==> src/rtl/demux_router_pkg.sv <==
// Shared types and constants for the demux_router block and its demux_slot holding registers.
package demux_router_pkg;

  typedef enum logic {
    PORT_EMPTY = 1'b0,
    PORT_FULL  = 1'b1
  } port_state_e;

  localparam logic [1:0] SEL_PORT1     = 2'b00;
  localparam logic [1:0] SEL_PORT1_ALT = 2'b01;
  localparam logic [1:0] SEL_PORT2     = 2'b10;
  localparam logic [1:0] SEL_PORT3     = 2'b11;

  localparam int unsigned NUM_PORTS = 3;
  localparam int unsigned CNT_W     = 16;

  // Both port-1 encodings collapse onto bit 0 of the one-hot.
  function automatic logic [NUM_PORTS-1:0] sel_onehot(input logic [1:0] sel);
    logic [NUM_PORTS-1:0] oh;
    case (sel)
      SEL_PORT2: oh = 3'b010;
      SEL_PORT3: oh = 3'b100;
      default:   oh = 3'b001;
    endcase
    return oh;
  endfunction

endpackage

==> src/rtl/demux_slot.sv <==
// One-entry holding register for a single router output port (EMPTY/FULL state, data, optional counter).
// Optional accepted-word counter enabled by DEMUX_ROUTER_STATS_EN.
module demux_slot
  import demux_router_pkg::*;
#(
  parameter int WIDTH = 8
) (
  input  logic              clk_i,
  input  logic              rst_ni,
  input  logic              load_i,
  input  logic              ready_i,
  input  logic [WIDTH-1:0]  data_i,
  output port_state_e       state_o,
  output logic              can_load_o,
  output logic [WIDTH-1:0]  data_o
`ifdef DEMUX_ROUTER_STATS_EN
  ,
  output logic [CNT_W-1:0]  cnt_o
`endif
);

  port_state_e      state_q, state_d;
  logic [WIDTH-1:0] data_q, data_d;

  // Load wins over drain so a same-cycle accept and drain leaves the slot FULL.
  always_comb begin
    state_d = state_q;
    data_d  = data_q;
    if (load_i) begin
      state_d = PORT_FULL;
      data_d  = data_i;
    end else if (state_q == PORT_FULL && ready_i) begin
      state_d = PORT_EMPTY;
    end
  end

  always_ff @(posedge clk_i) begin
    if (!rst_ni) begin
      state_q <= PORT_EMPTY;
      data_q  <= '0;
    end else begin
      state_q <= state_d;
      data_q  <= data_d;
    end
  end

  assign state_o    = state_q;
  assign data_o     = data_q;
  assign can_load_o = (state_q == PORT_EMPTY) || ready_i;

`ifdef DEMUX_ROUTER_STATS_EN
  logic [CNT_W-1:0] cnt_q, cnt_d;

  always_comb begin
    cnt_d = cnt_q;
    if (load_i) begin
      cnt_d = cnt_q + 1'b1;
    end
  end

  always_ff @(posedge clk_i) begin
    if (!rst_ni) begin
      cnt_q <= '0;
    end else begin
      cnt_q <= cnt_d;
    end
  end

  assign cnt_o = cnt_q;
`endif

endmodule

==> src/rtl/demux_router.sv <==
// 1-to-3 demultiplexing router with a one-entry register per output port.
// Define DEMUX_ROUTER_STATS_EN to add per-port accepted-word counters cnt1..cnt3.
module demux_router
  import demux_router_pkg::*;
#(
  parameter int WIDTH = 8
) (
  input  logic              clock,
  input  logic              reset_n,
  input  logic [1:0]        select,
  input  logic              in_valid,
  input  logic [WIDTH-1:0]  in_data,
  output logic              in_ready,
  output logic              out1_valid,
  output logic [WIDTH-1:0]  out1_data,
  input  logic              out1_ready,
  output logic              out2_valid,
  output logic [WIDTH-1:0]  out2_data,
  input  logic              out2_ready,
  output logic              out3_valid,
  output logic [WIDTH-1:0]  out3_data,
  input  logic              out3_ready
`ifdef DEMUX_ROUTER_STATS_EN
  ,
  output logic [CNT_W-1:0]  cnt1,
  output logic [CNT_W-1:0]  cnt2,
  output logic [CNT_W-1:0]  cnt3
`endif
);

  // Handshake: a word moves when valid && ready on a rising edge; on the input
  // side in_ready depends only on the selected port, on the output side the
  // consumer's ready drains the slot.

  logic [NUM_PORTS-1:0] sel_oh;
  logic [NUM_PORTS-1:0] slot_ready;
  logic [NUM_PORTS-1:0] slot_can_load;
  logic [NUM_PORTS-1:0] slot_load;
  logic                 accept;
  port_state_e          slot_state [NUM_PORTS];
  logic [WIDTH-1:0]     slot_data  [NUM_PORTS];
`ifdef DEMUX_ROUTER_STATS_EN
  logic [CNT_W-1:0]     slot_cnt   [NUM_PORTS];
`endif

  assign sel_oh     = sel_onehot(select);
  assign slot_ready = {out3_ready, out2_ready, out1_ready};
  assign in_ready   = reset_n && (|(sel_oh & slot_can_load));
  assign accept     = in_valid && in_ready;
  assign slot_load  = sel_oh & {NUM_PORTS{accept}};

  for (genvar p = 0; p < NUM_PORTS; p++) begin : g_slot
    demux_slot #(
      .WIDTH(WIDTH)
    ) u_slot (
      .clk_i      (clock),
      .rst_ni     (reset_n),
      .load_i     (slot_load[p]),
      .ready_i    (slot_ready[p]),
      .data_i     (in_data),
      .state_o    (slot_state[p]),
      .can_load_o (slot_can_load[p]),
      .data_o     (slot_data[p])
`ifdef DEMUX_ROUTER_STATS_EN
      ,
      .cnt_o      (slot_cnt[p])
`endif
    );
  end

  assign out1_valid = (slot_state[0] == PORT_FULL);
  assign out2_valid = (slot_state[1] == PORT_FULL);
  assign out3_valid = (slot_state[2] == PORT_FULL);
  assign out1_data  = slot_data[0];
  assign out2_data  = slot_data[1];
  assign out3_data  = slot_data[2];

`ifdef DEMUX_ROUTER_STATS_EN
  assign cnt1 = slot_cnt[0];
  assign cnt2 = slot_cnt[1];
  assign cnt3 = slot_cnt[2];
`endif

endmodule

==> config.mk <==
export PLATFORM = sky130hd
export DESIGN_NAME = demux_router
export DESIGN_NICKNAME = d
export VERILOG_FILES = /design/src/rtl/demux_router_pkg.sv /design/src/rtl/demux_slot.sv /design/src/rtl/demux_router.sv
export SDC_FILE = /design/constraint.sdc
export NUM_CORES = 1
export LEC_CHECK = 0
export ABC_CLOCK_PERIOD_IN_PS = 1680
export BUFFER_PORTS_ARGS = -buffer_cell sky130_fd_sc_hd__buf_2
export CAP_MARGIN = 0
export CORE_MARGIN = 1
export CORE_UTILIZATION = 46
export CTS_CLUSTER_SIZE = 16
export DETAILED_ROUTE_END_ITERATION = 16
export PLACE_DENSITY = 0.77
export RECOVER_POWER = 100
export SYNTH_ARGS = -nofsm -noshare
export SYNTH_HDL_FRONTEND = slang
export SYNTH_HIERARCHICAL = 1
export SYNTH_SLANG_ARGS = --single-unit
export TNS_END_PERCENT = 5
==> constraint.sdc <==
create_clock -name clock -period 1.68 [get_ports clock]
set_clock_uncertainty 0.15 [all_clocks]
set_input_delay 0.084 -clock clock [delete_from_list [all_inputs] [get_ports clock]]
set_output_delay 0.084 -clock clock [all_outputs]
set_load 0.01 [all_outputs]
Word-level counts from Yosys, hierarchy flattened
Index checks and enable logic that the tools add are counted.

Register bits after elaboration: 27. Input port bits: 16. Logic and storage cells: 32. Output and inout bits: 28.

Reduce and logical (&&, ||, !) cells: 12. Bitwise gates (word level): 5. Eq/ne operators: 2. Muxes and demuxes: 7.

Operators by type and width (number): AND 3 bit (2); 2-to-1 mux 1 bit (6); case mux 3 bit (2 select lines) (1); nonzero test 2 bit (3); logical AND 1 bit (5); == test 2 bit, second input constant (2); logical OR 1 bit (3); inverter 1 bit (3); OR reduction 3 bit (1).

Depth between registers and ports, before layout
Depth after elaboration: 8. Gate-level depth with buffers: 6. Gate-level depth less buffers: 5.

Modules after synthesis
Netlist, hierarchy kept.

By module, submodules not included: demux_slot (times used 3, cells an instance 29, area each 339.1 µm², sequential area each 180.2 µm²); demux_router (times used 1, cells an instance 8, area each 51.3 µm², sequential area each 0.0 µm²).

Worst setup path after synthesis
OpenSTA, ideal clock, no wires.

Path type: register -> register. Start point: register g_slot[1].u_slot.state_q. End point: register g_slot[1].u_slot.data_q[0]. Arrival: 1.003 ns. Required time: 1.414 ns. Slack: 0.411 ns. Cell stages (with the launch flop): 7. Buffers on the path: 1. Library setup time: 0.116 ns. Clock period less this slack: 1.269 ns. Cells stage by stage: dfxtp_1 nand2b_1 nand2b_4 nor2_1 buf_6 mux2i_1 nor2b_1.

Word-level cells in the longest chain between the ends: 7.

RTL lines: start, declared (line demux_slot.sv:22) `port_state_e state_q, state_d;`; start signal, assigned (line demux_slot.sv:42) `state_q <= state_d;`; inverter 1 bit (line demux_slot.sv:49) `assign can_load_o = (state_q == PORT_EMPTY) || ready_i;`; logical OR 1 bit (line demux_slot.sv:49); via slot_can_load[1] (line demux_router.sv:37) `logic [NUM_PORTS-1:0] slot_can_load;`; AND 3 bit (line demux_router.sv:48) `assign in_ready = reset_n && (|(sel_oh & slot_can_load));`; OR reduction 3 bit (line demux_router.sv:48); logical AND 1 bit (line demux_router.sv:48); logical AND 1 bit (line demux_router.sv:49) `assign accept = in_valid && in_ready;`; AND 3 bit (line demux_router.sv:50) `assign slot_load = sel_oh & {NUM_PORTS{accept}};`; via slot_load[1] (line demux_router.sv:38) `logic [NUM_PORTS-1:0] slot_load;`; end signal, assigned (line demux_slot.sv:43) `data_q <= data_d;`; end, declared (line demux_slot.sv:23) `logic [WIDTH-1:0] data_q, data_d;`.

The timed path passes the listed nets, and every way through them passes these cells. A chain may end at the register's enable or synchronous reset.

Final worst setup path
Start point: input out1_ready. End point: register g_slot[0].u_slot.data_q[5].

Word-level cells in the longest chain between the ends: 6.

RTL lines: start, declared (line demux_router.sv:16) `input logic out1_ready,`; logical OR 1 bit (line demux_slot.sv:49); via slot_can_load[0] (line demux_router.sv:37); AND 3 bit (line demux_router.sv:48); OR reduction 3 bit (line demux_router.sv:48); logical AND 1 bit (line demux_router.sv:48); logical AND 1 bit (line demux_router.sv:49); AND 3 bit (line demux_router.sv:50); via slot_load[0] (line demux_router.sv:38); end signal, assigned (line demux_slot.sv:43); end, declared (line demux_slot.sv:23).

The timed path passes the listed nets, and every way through them passes these cells.

==> reports/results.tsv <==
stage	metric	value	unit
sta	# setup viols final	0	
detailed_routing	Routed Antenna Nets	0	
sta	Final period util	89.8	%
clock_network	clk buf depth	2	
placement	port bufs	43	
detailed_routing	Post-Route WL	2210	microns
sta	shortest clock period the worst path allows after layout	1.51	ns
sta	final hold vios	0	
cells_and_area	Fillers	201	
cells_and_area	diode count	0	
sta	setup TNS	0	ns
worst_setup_path	delay-heaviest family, CP	buffers and inverters	
global_routing	gr busiest metal	met2	
die	total core area	2190	sq um
global_routing	GRT overflow	0	
die	die area	2520	sq um
worst_setup_path	crit-path max FO	9	
die	Die X	50.2	microns
global_routing	first-pass GRT wire length	3650	microns
clock_network	Post-CTS Setup Bufs	0	
power_and_ir_drop	pwr/cell area	754	nW/um^2
die	Starting Density	48.8	%
clock_network	CTS tree	done	
placement	GPL Wtd Cong	0.741	
sta	Worst Tran Pin Value	0.304	ns
synth	Netlist cell types	14	
synth	yosys warns	6	
cells_and_area	commonest non-fill, non-tap cell in the layout	clkbuf_1	
global_routing	routing usage on met1	24.3	%
run	Max Cap Violations	0	
worst_setup_path	Crit. Startpoint	out1_ready	
worst_setup_path	CP Launch Type	input pin	
clock_network	Num CTS Buffers	3	
cells_and_area	share of cells above drive strength 1	15.5	%
worst_setup_path	Slowest-stage cell, CP	dlygate4sd3_1	
worst_hold_path	Hold WC Path Type	in -> reg	
global_routing	largest net degree at the start of global routing	28	
detailed_routing	drt pass-1 iters	3	
synth	syn_area_per_cell	11.2	sq um
clock_network	clk sink count	27	
detailed_routing	drt drc	0	
synth	Mapped Cells	95	
clock_network	Root Driver	clkbuf_4	
clock_network	Clock Latency Late Sink	0.31	ns
worst_setup_path	Critical R2R Launch	g_slot[0].u_slot/state_o	
worst_setup_path	Worst Path Buf+Inv	3	
cells_and_area	Final Core Density	64.5	%
sta	Max Clk Rate	663	MHz
detailed_routing	per-cell routed wire length	12.1	microns
run_status	status	finished clean	
global_routing	met2 Use GR	31.8	%
synth	Yosys reg bits	27	
global_routing	vias in the first global route	793	
synth	Seq/Total Area, Yosys	50.6	%
global_routing	met3 Usage GRT	3.64	%
sta	fin. max-slew vios	0	
detailed_routing	Initial DRC Count	2	
worst_setup_path	Worst Path Required	1.74	ns
die	Die Ht	50.2	microns
global_routing	total global-route track usage	19.5	%
clock_network	CTS clk-pin slew, worst paths	0.14	ns
sta	RSZ-0062 raised after global routing	false	
power_and_ir_drop	PnR Total Power	1.07	mW
worst_setup_path	reg2reg setup slack	0.25	ns
synth	Post-Syn Area	1070	sq um
die	I/O pin count	44	
power_and_ir_drop	leakage	0.506	nW
worst_setup_path	crit-path cells	dlygate4sd3_1 -> buf_2 -> nand2b_1 -> and4b_1 -> clkbuf_2 -> mux2i_1 -> nor2b_1	
detailed_routing	Via density	4.71	
cells_and_area	nets	172	
power_and_ir_drop	maximum vdd drop	640	uV
cells_and_area	synthesis-to-layout area growth	32.3	%
placement	Placed Instances	168	
clock_network	H-Tree Depth	1	
global_routing	initial antenna violation count	0	
worst_hold_path	Hold Path Origin	reset_n	
placement	Post-DP HPWL	1550	microns
cells_and_area	highest-count cells in the layout ignoring fill and taps	clkbuf_1 (29), dfxtp_1 (27), mux2i_1 (24), nor2b_1 (24), buf_2 (15)	
worst_setup_path	Critical Path End Type	register	
detailed_routing	via count	862	
sta	max_slew headroom	79.7	%
die	# rows	17	
worst_setup_path	crit path DAT	1.57	ns
synth	syn_nets	111	
worst_setup_path	slowest stage delay, CP	0.52	ns
worst_setup_path	critical path class	in -> reg	
cells_and_area	Finished Layout Cells	183	
## cells in the mapped netlist
| master | n | area (sq um) |
|---|---|---|
| dfxtp_1 | 27 | 541 |
| mux2i_1 | 24 | 240 |
| nor2b_1 | 24 | 150 |
| a21boi_0 | 3 | 22.5 |
| buf_6 | 3 | 33.8 |
| inv_1 | 3 | 11.3 |
| nand2b_1 | 3 | 18.8 |
| nor2_1 | 2 | 7.51 |
| a31oi_1 | 1 | 6.26 |
| and4b_1 | 1 | 10.0 |
| nand2_1 | 1 | 3.75 |
| nand2b_4 | 1 | 13.8 |
| nand3_1 | 1 | 5.00 |
| o21ai_0 | 1 | 5.00 |
## worst register-to-register path: stages (launching register included)
cell and delay, ns:
dfxtp_1 0.33, nand2b_1 0.10, and4b_1 0.19, clkbuf_2 0.28, mux2i_1 0.22, nor2b_1 0.06
## cell type report
type	instances	area, sq um	area share (%)
clock buffer	4	26.3	1.86
inverter	3	11.3	0.796
multi-input combinational	62	478	33.8
sequential	27	541	38.2
tap	28	35.0	2.48
timing repair buffer	59	323	22.8
## final timing paths
check	end	cells past startpoint
hold reg to reg	g_slot[2].u_slot/state_o	2
setup reg to reg	g_slot[0].u_slot/data_o[5]	5
hold / removal	g_slot[0].u_slot/state_o	3
setup / recovery	g_slot[0].u_slot/data_o[5]	7
## flip-flops by register name, summed over array words and instances (netlist names)
name,count
g_slot.u_slot/data_o,24
g_slot.u_slot/state_o,3
## metal layers
layer,up-vias,wire [microns]
li1,436,-
met1,397,1040
met2,27,1060
met3,2,87
met4,0,25
met5,-,0
## kinds of logic (layout without fill, tap and decap cells)
logic type,Yosys count,in the layout,share of synthesized area (%)
AND/OR/NAND/NOR,33,33,19.6
flip-flops,27,27,50.6
multiplexers,24,24,22.5
buffers and inverters,6,66,4.22
AO/OA/AOI/OAI,5,5,3.16
## where the power goes
part | switching, mW | leakage, nW | total, mW | internal, mW
clock network | 0.174 | 0.0150 | 0.266 | 0.0927
registers | 0.00865 | 0.219 | 0.666 | 0.657
logic | 0.0613 | 0.272 | 0.133 | 0.0722
total | 0.243 | 0.506 | 1.07 | 0.822
## what timing repair did
action,in CTS,in global routing
hold buffers,11,0
resized for setup,0,0
endpoints found under the hold margin,27,0
## metrics by stage
step / setup WS, ns / hold WS [ns] / instance area (sq um)
floorplan: 0.411 / 0.0622 / 1070
global placement: 0.389 / 0.224 / 1320
detailed placement: 0.336 / 0.235 / 1320
CTS: 0.204 / 0.110 / 1460
global route: 0.0699 / 0.126 / 1410
finish: 0.172 / 0.120 / 1410
Power figures use the tool's default switching activity.
